--- src/rtl/cordic_mult_sched.sv ---
`default_nettype none
// ============================================================================
// Module      : cordic_mult_sched
// Description : Sequences one Q16.16 CORDIC linear-mode multiply: z-range
//               normalisation, core multiply, then saturating left rescale.
// Revision    : 1.0 - initial release
// ============================================================================
module cordic_mult_sched #(
    parameter int WIDTH     = 32,
    parameter int MAX_SHIFT = 15,
    parameter int TIMEOUT   = 255
) (
    input  logic             clk,
    input  logic             rst,
    input  logic             start,
    input  logic [WIDTH-1:0] x_in,
    input  logic [WIDTH-1:0] z_in,
    output logic             norm_en,
    output logic [WIDTH-1:0] norm_z,
    input  logic [WIDTH-1:0] norm_z_out,
    input  logic [WIDTH-1:0] norm_count,
    input  logic             norm_done,
    output logic             core_start,
    output logic [WIDTH-1:0] core_x,
    output logic [WIDTH-1:0] core_z,
    input  logic [WIDTH-1:0] core_y,
    input  logic             core_done,
    output logic [WIDTH-1:0] y_out,
    output logic             busy,
    output logic             done,
    output logic             ovf,
    output logic             err
);

    localparam int               TW          = $clog2(TIMEOUT + 2);
    localparam logic [WIDTH-1:0] c_K_ONE     = WIDTH'(1);
    localparam logic [WIDTH-1:0] c_MAX_SHIFT = WIDTH'(MAX_SHIFT);
    localparam logic [TW-1:0]    c_TIMEOUT   = TW'(TIMEOUT);
    localparam logic [TW-1:0]    c_TMO_ONE   = TW'(1);
    localparam logic [WIDTH-1:0] c_SAT_POS   = {1'b0, {(WIDTH-1){1'b1}}};
    localparam logic [WIDTH-1:0] c_SAT_NEG   = {1'b1, {(WIDTH-1){1'b0}}};

    typedef enum logic [2:0] {
        S_IDLE  = 3'd0,
        S_NORM  = 3'd1,
        S_CORE  = 3'd2,
        S_SCALE = 3'd3,
        S_DONE  = 3'd4
    } state_t;

    state_t           r_state_q,      w_state_d;
    logic [WIDTH-1:0] r_norm_z_q,     w_norm_z_d;
    logic [WIDTH-1:0] r_core_x_q,     w_core_x_d;
    logic [WIDTH-1:0] r_core_z_q,     w_core_z_d;
    logic [WIDTH-1:0] r_k_q,          w_k_d;
    logic [WIDTH-1:0] r_acc_q,        w_acc_d;
    logic [TW-1:0]    r_tmo_q,        w_tmo_d;
    logic [WIDTH-1:0] r_y_out_q,      w_y_out_d;
    logic             r_norm_en_q,    w_norm_en_d;
    logic             r_core_start_q, w_core_start_d;
    logic             r_busy_q,       w_busy_d;
    logic             r_done_q,       w_done_d;
    logic             r_ovf_q,        w_ovf_d;
    logic             r_err_q,        w_err_d;
    logic [WIDTH-1:0] w_sat_val;

    // Saturation direction follows the true product sign, not the core result.
    assign w_sat_val = (r_core_x_q[WIDTH-1] ^ r_norm_z_q[WIDTH-1]) ? c_SAT_NEG : c_SAT_POS;

    always_comb begin
        w_state_d      = r_state_q;
        w_norm_z_d     = r_norm_z_q;
        w_core_x_d     = r_core_x_q;
        w_core_z_d     = r_core_z_q;
        w_k_d          = r_k_q;
        w_acc_d        = r_acc_q;
        w_tmo_d        = r_tmo_q;
        w_y_out_d      = r_y_out_q;
        w_norm_en_d    = 1'b0;
        w_core_start_d = 1'b0;
        w_done_d       = 1'b0;
        w_ovf_d        = r_ovf_q;
        w_err_d        = r_err_q;

        case (r_state_q)
            S_IDLE: begin
                if (start) begin
                    w_core_x_d  = x_in;
                    w_norm_z_d  = z_in;
                    w_norm_en_d = 1'b1;
                    w_k_d       = '0;
                    w_tmo_d     = '0;
                    w_state_d   = S_NORM;
                end
            end
            S_NORM: begin
                if (norm_done) begin
                    w_core_z_d     = norm_z_out;
                    w_k_d          = norm_count;
                    w_core_start_d = 1'b1;
                    w_tmo_d        = '0;
                    w_state_d      = S_CORE;
                end else if (r_tmo_q == c_TIMEOUT) begin
                    w_y_out_d = '0;
                    w_ovf_d   = 1'b0;
                    w_err_d   = 1'b1;
                    w_done_d  = 1'b1;
                    w_state_d = S_DONE;
                end else begin
                    w_tmo_d = r_tmo_q + c_TMO_ONE;
                end
            end
            S_CORE: begin
                if (core_done) begin
                    w_acc_d = core_y;
                    if (r_k_q > c_MAX_SHIFT && core_y != '0) begin
                        w_y_out_d = w_sat_val;
                        w_ovf_d   = 1'b1;
                        w_err_d   = 1'b0;
                        w_done_d  = 1'b1;
                        w_state_d = S_DONE;
                    end else if (r_k_q == '0 || r_k_q > c_MAX_SHIFT) begin
                        // Nothing to rescale: k is zero, or the result is zero.
                        w_y_out_d = core_y;
                        w_ovf_d   = 1'b0;
                        w_err_d   = 1'b0;
                        w_done_d  = 1'b1;
                        w_state_d = S_DONE;
                    end else begin
                        w_state_d = S_SCALE;
                    end
                end else if (r_tmo_q == c_TIMEOUT) begin
                    w_y_out_d = '0;
                    w_ovf_d   = 1'b0;
                    w_err_d   = 1'b1;
                    w_done_d  = 1'b1;
                    w_state_d = S_DONE;
                end else begin
                    w_tmo_d = r_tmo_q + c_TMO_ONE;
                end
            end
            S_SCALE: begin
                if (r_acc_q[WIDTH-1] != r_acc_q[WIDTH-2]) begin
                    w_y_out_d = w_sat_val;
                    w_ovf_d   = 1'b1;
                    w_err_d   = 1'b0;
                    w_done_d  = 1'b1;
                    w_state_d = S_DONE;
                end else begin
                    w_acc_d = r_acc_q << 1;
                    w_k_d   = r_k_q - c_K_ONE;
                    if (r_k_q <= c_K_ONE) begin
                        w_y_out_d = r_acc_q << 1;
                        w_ovf_d   = 1'b0;
                        w_err_d   = 1'b0;
                        w_done_d  = 1'b1;
                        w_state_d = S_DONE;
                    end
                end
            end
            S_DONE: begin
                w_state_d = S_IDLE;
            end
            default: begin
                w_state_d = S_IDLE;
            end
        endcase

        w_busy_d = (w_state_d != S_IDLE);
    end

    always_ff @(posedge clk) begin
        if (rst) begin
            r_state_q      <= S_IDLE;
            r_norm_z_q     <= '0;
            r_core_x_q     <= '0;
            r_core_z_q     <= '0;
            r_k_q          <= '0;
            r_acc_q        <= '0;
            r_tmo_q        <= '0;
            r_y_out_q      <= '0;
            r_norm_en_q    <= 1'b0;
            r_core_start_q <= 1'b0;
            r_busy_q       <= 1'b0;
            r_done_q       <= 1'b0;
            r_ovf_q        <= 1'b0;
            r_err_q        <= 1'b0;
        end else begin
            r_state_q      <= w_state_d;
            r_norm_z_q     <= w_norm_z_d;
            r_core_x_q     <= w_core_x_d;
            r_core_z_q     <= w_core_z_d;
            r_k_q          <= w_k_d;
            r_acc_q        <= w_acc_d;
            r_tmo_q        <= w_tmo_d;
            r_y_out_q      <= w_y_out_d;
            r_norm_en_q    <= w_norm_en_d;
            r_core_start_q <= w_core_start_d;
            r_busy_q       <= w_busy_d;
            r_done_q       <= w_done_d;
            r_ovf_q        <= w_ovf_d;
            r_err_q        <= w_err_d;
        end
    end

    assign norm_en    = r_norm_en_q;
    assign norm_z     = r_norm_z_q;
    assign core_start = r_core_start_q;
    assign core_x     = r_core_x_q;
    assign core_z     = r_core_z_q;
    assign y_out      = r_y_out_q;
    assign busy       = r_busy_q;
    assign done       = r_done_q;
    assign ovf        = r_ovf_q;
    assign err        = r_err_q;

endmodule
`default_nettype wire
--- config.mk ---
export PLATFORM = sky130hd
export DESIGN_NAME = cordic_mult_sched
export DESIGN_NICKNAME = d
export VERILOG_FILES = /design/src/rtl/cordic_mult_sched.sv
export SDC_FILE = /design/constraint.sdc
export NUM_CORES = 1
export LEC_CHECK = 0
export CELL_PAD_IN_SITES_DETAIL_PLACEMENT = 1
export CELL_PAD_IN_SITES_GLOBAL_PLACEMENT = 1
export CORE_AREA = 2 2 122 242
export DETAILED_ROUTE_END_ITERATION = 10
export DIE_AREA = 0 0 124 244
export PLACE_DENSITY_LB_ADDON = 0.1
export SYNTH_ARGS = -nofsm -noshare
export SYNTH_HDL_FRONTEND = slang
export SYNTH_SLANG_ARGS = --single-unit
--- constraint.sdc ---
create_clock -name clk -period 2.6 [get_ports clk]
set_input_delay 0.52 -clock clk [delete_from_list [all_inputs] [get_ports clk]]
set_output_delay 0.52 -clock clk [all_outputs]
set_load 0.1 [all_outputs]
# [Yosys cells after proc, flatten, opt, wreduce, memory -nomap -nowiden]
# Cells that the tools add are included.
# W data, S select, Z words.
[word_totals] reg_bits=210 input_bits=165 output_inout_bits=134 elab_cells=106
[op_classes] add_sub_neg=2 order_cmp=2 eq_ne=13 mux=54 n_bitwise=3 n_reduce_logical=18
[ops] cell="$mux W32" count=13
[ops] cell="$pmux W32 S3" count=2
[ops] cell="$pmux W32 S2" count=1
[ops] cell="$mux W9" count=4
[ops] cell="$gt A32 B4 Y1 const B" count=1
[ops] cell="$le A32 B1 Y1 const B" count=1
[ops] cell="$logic_not A32 Y1" count=1
[ops] cell="$reduce_bool A32 Y1" count=1
[ops] cell="$sub A32 B1 Y32 const B" count=1
[ops] cell="$pmux W9 S3" count=1
[ops] cell="$mux W3" count=8
[ops] cell="$mux W1" count=21
[ops] cell="$ne A2 B2 Y1 const B" count=6
[ops] cell="$pmux W3 S4" count=1
[ops] cell="$reduce_bool A3 Y1" count=4
[ops] cell="$add A9 B1 Y9 const B" count=1
[ops] cell="$eq A9 B8 Y1 const B" count=1
[ops] cell="$pmux W1 S3" count=3
[ops] cell="$reduce_and A4 Y1" count=2
[ops] cell="$eq A3 B2 Y1 const B" count=2
[ops] cell="$reduce_and A3 Y1" count=2
[ops] cell="$ne A4 B4 Y1 const B" count=1
[ops] cell="$reduce_and A2 Y1" count=2
[ops] cell="$reduce_or A2 Y1" count=2
[ops] cell="9 further kinds" count=10

# [Longest topological paths before layout]
[depth] ltp_word=7 mapped_depth=10 mapped_depth_nobuf=8

# [Worst setup path before layout]
# No wires, ideal clock.
[synth_path] path_kind="register -> register" start="register r_k_q[0]" end="register r_k_q[26]" setup_time_ps=133 arrival_ps=2208 required_time_ps=2467 path_slack_ps=259 path_stages_with_launch=11 path_buffers=2 synth_period_minus_slack_ps=2341 cell_sequence="dfxtp_1 -> inv_1 -> ha_1 -> or3b_2 -> clkbuf_1 -> nor3_1 -> nor4bb_1 -> clkbuf_2 -> a21oi_1 -> o21ai_0 -> a31oi_1"
[synth_between] elab_chain_len=3
[synth_rtl] item="start: declaration" line_no="55" source="logic [WIDTH-1:0] r_k_q, w_k_d;"
[synth_rtl] item="start signal: assignment" line_no="193" source="r_k_q <= w_k_d;"
[synth_rtl] item="$sub A32 B1 Y32" line_no="151" source="w_k_d = r_k_q - c_K_ONE;"
[synth_rtl] item="$mux W32" line_no="143" source="if (r_acc_q[WIDTH-1] != r_acc_q[WIDTH-2]) begin"
[synth_rtl] item="$pmux W32 S3" line_no="85" source="case (r_state_q)"
# Every way passes these cells. The select of a mux whose other input is x is not followed.
# A chain may end at the register's enable or synchronous reset.

# [Worst setup path after layout]
[layout_path] start="register r_k_q[24]" end="register r_y_out_q[20] (netlist: y_out[20])"
[layout_between] elab_chain_len=5 elab_cells_between_ends=11 classes_between="order compare (2); eq/ne (2); mux (3); reduce/logical (4)"
[layout_rtl] item="$gt A32 B4 Y1" line_no="116, 122"
[layout_rtl] item="$logic_and A1 B1 Y1" line_no="116" source="if (r_k_q > c_MAX_SHIFT && core_y != '0) begin"
[layout_rtl] item="$mux W32" line_no="116"
[layout_rtl] item="$mux W32" line_no="114" source="if (core_done) begin"
[layout_rtl] item="$pmux W32 S3" line_no="85"
[layout_rtl] item="end signal: assignment" line_no="196" source="r_y_out_q <= w_y_out_d;"
[layout_rtl] item="end: declaration" line_no="58" source="logic [WIDTH-1:0] r_y_out_q, w_y_out_d;"
# Parallel ways exist; a longest one is shown, timed or not.

==> summary.md <==
| Metric | Value |
|---|---|
| Sequential area share after synthesis | 0.456 |
| Core Region | roughly 28000 um^2 |
| # placed instances | between 1.5k and 2k |
| Fin area | between 10000 and 15000 um^2 |
| Area delta synth->final | 45.5% |
| R2R Setup Slk | about 0.050 ns |
| Async S/R FF share, synth | 0 |
| Die area | 30300 um^2 |
| Worst slew pin tran | slightly above 0.7 ns |
| RSZ-0062 raised after global routing | no |
| Outcome | complete, no violations |
| I/O pins | ~300 |
| Slowest-stage cell, CP | or4_4 |
| FMAX | approximately 0.39 GHz |
| Worst EP arrival | 2.96 ns |
| Setup WS pre-CTS | -0.264 ns |
| Clk pin slew, worst setup/hold paths | around 0.070 ns |
| Crit-path cells | or4_4 > nor4_4 > nand4_1 > o21a_1 > o31a_4 > buf_12 > a22o_1 |
| Chip width | ~120 um |
| Hold WC Path Type | input port to flip-flop |
| HPWL after DPL | 25400 um |
| TritonCTS Buffers | 21 |
| Nets@finish | between 1.5k and 2k |
| Routed WL | 35200 um |
| Post-synth EDFFs | 0 |
| Fin worst setup slack | between 0.05 and 0.06 ns |
| Crit start category | flip-flop |
| Ys flop type | dfxtp_1 |
| Fillcell total | between 3k and 4k |
| Layout Cells excl Fill | between 1.5k and 2k |
| Commonest non-fill, non-tap cell in the layout | nand2_1 |
| GR Overflow Total | 0 |
| Leakage | 5.40 nW |
| Clock Skews | 0.0120 ns |
| Synthesized area | about 9000 um^2 |
| Layout cells sized above 1 | 0.187 |
| H-tree depth | 1 |
| Final Hold Fails | 0 |
| Worst skew pair latency | between 0.5 and 0.6 ns |
| Worst Setup End Kind | flip-flop |
| Largest net degree at the start of global routing | between 60 and 70 |
| Clock tree root buffer cell | clkbuf_16 |
| Worst path depth | 7 |
| First-pass GRT wire length | about 55000 um |
| Initial drt markers | ~300 |
| Via count | about 9.8k |
| Tot Pwr | 8.85 mW |
| Metal-1 WL | between 10000 and 15000 um |
| Relative slew slack | 0.517 |
| Register bit total from synthesis | 210 |
| Synth unique cells | between 60 and 70 |
| Post-route setup TNS | 0 ns |
| Period utilisation layout | 0.981 |
| Gr usage total | 0.230 |
| Metal3 WL | 2030 um |
| CP max FO | 14 |
| 1st-pass router iterations | 4 |
| CTS tree | yes |
| Vias/cell | ~5.2 |
| FF-to-FF path depth | 7 |
| PD cells | between 600 and 700 nW/um^2 |
| Mean post-synth cell area | roughly 7.8 um^2 |
| Synthesis Warnings | 0 |
| Starting Density | 0.326 |
| RD Place Congestion | 0.807 |
| Hold slack | between 0.3 and 0.4 ns |
| Cell count of the worst hold path | 2 |
| CTS Sinks | between 200 and 250 |
| Dpl cell area | 12800 um^2 |
| Syn nets | 1350 |
| Cells after synthesis | around 1.2k |
| Slowest cell delay on critical path | 0.57 ns |
| Port Buffers | a little under 300 |
| # DRC | 0 |
| Slew Limit Fails | 0 |
| Row cnt | 87 |
| Die height | around 240 um |
| Post-route ant nets | 0 |
| Final Critical Period | roughly 2.5 ns |
| Most frequent cells in the layout | nand2_1 (315), buf_4 (212), dfxtp_1 (209) |
| Wire length per cell | 18.8 um |
| Required time worst endpoint | 3.01 ns |
| Worst ir drop on vdd | about 0.48 mV |
| Setup violations, final | 0 |
| Final Core Density | 0.474 |
| WP buf/inv | 1 |
| Clk buf depth | 3 |
| Number of global-route vias before repair | ~10k |
| WL met2 | ~19000 um |
| # Max-Cap Violations | 0 |
| Worst Path Class, Setup | flip-flop to flip-flop |
| Top routing layer in use | met4 |
| Delay-heaviest family, CP | simple AND/OR/NAND/NOR gates |
| Initial antenna violation count | 1 |
[power breakdown]
| group | internal, mW | switching [mW] | total (mW) | leakage (nW) |
|---|---|---|---|---|
| combinational | 0.794 | 1.57 | 2.36 | 3.36 |
| clock | 1.65 | 1.35 | 3.00 | 0.325 |
| sequential | 3.37 | 0.108 | 3.48 | 1.71 |
| total | 5.81 | 3.03 | 8.85 | 5.40 |
[cell usage after synthesis (all sizes together) (5+ instances only)]
cell type / count / area [um^2]
nand3: 8 / 40.0
a31oi: 8 / 50.1
a22oi: 12 / 90.1
nand4: 9 / 56.3
clkbuf: 71 / 268
dfxtp: 210 / 4200
xnor2: 7 / 61.3
mux2: 7 / 78.8
a32o: 5 / 50.1
a21oi: 132 / 661
inv: 40 / 150
a311oi: 30 / 263
nor2b: 10 / 62.6
o221ai: 30 / 263
nand2b: 5 / 31.3
nand2: 315 / 1180
nor2: 81 / 304
xor2: 5 / 43.8
nor4: 16 / 121
nor3: 19 / 105
a22o: 31 / 272
buf: 20 / 108
and3: 8 / 50.1
o21ai: 45 / 225
[routing by layer]
layer,global-route usage,vias to the layer above
li1,-,4736
met1,0.240,4747
met2,0.435,257
met3,0.0525,56
met4,0.0836,0
met5,0,-
[path summary, 6_finish.rpt]
kind / from / endpoint
worst min-delay path: rst / r_k_q[6]
worst max register to register: r_k_q[24] / y_out[20]
worst min register to register: r_tmo_q[8] / r_tmo_q[8]
worst max-delay path: r_k_q[24] / y_out[20]
[what timing repair did]
action,4_1_cts,5_1_grt
hold buffers,0,0
gates resized for setup,0,5
setup endpoints to repair,0,9
setup buffers,0,1
[kinds of logic (layout without fill, tap and decap cells)]
kind of cell    Yosys count  after routing  share of synthesized area
flops                   210            210                      0.456
simple gates            494            494                      0.231
fa+ha+maj                 5              5                    0.00651
compound gates          319            319                      0.227
other cells               0              1                          0
xor+xnor                 12             12                     0.0114
buf+inv                 131            462                     0.0570
mux                      10             10                     0.0118
[layout make-up]
type	count	area, um^2	share of cell area
antenna	1	2.50	0.000186
clock buffer	28	572	0.0426
clock inverter	9	73.8	0.00550
inverter	40	150	0.0112
multi-input combinational	840	4550	0.339
sequential	210	4210	0.313
tap	356	445	0.0332
timing repair buffer	385	3420	0.255
[flip-flops by register name (all words and copies together) (netlist names), 3 cells and up]
name       flops
y_out         32
r_acc_q       32
core_z        32
r_tmo_q        9
r_k_q         32
r_state_q      3
norm_z        32
core_x        32
No activity file was read; power rests on OpenSTA's default activity.
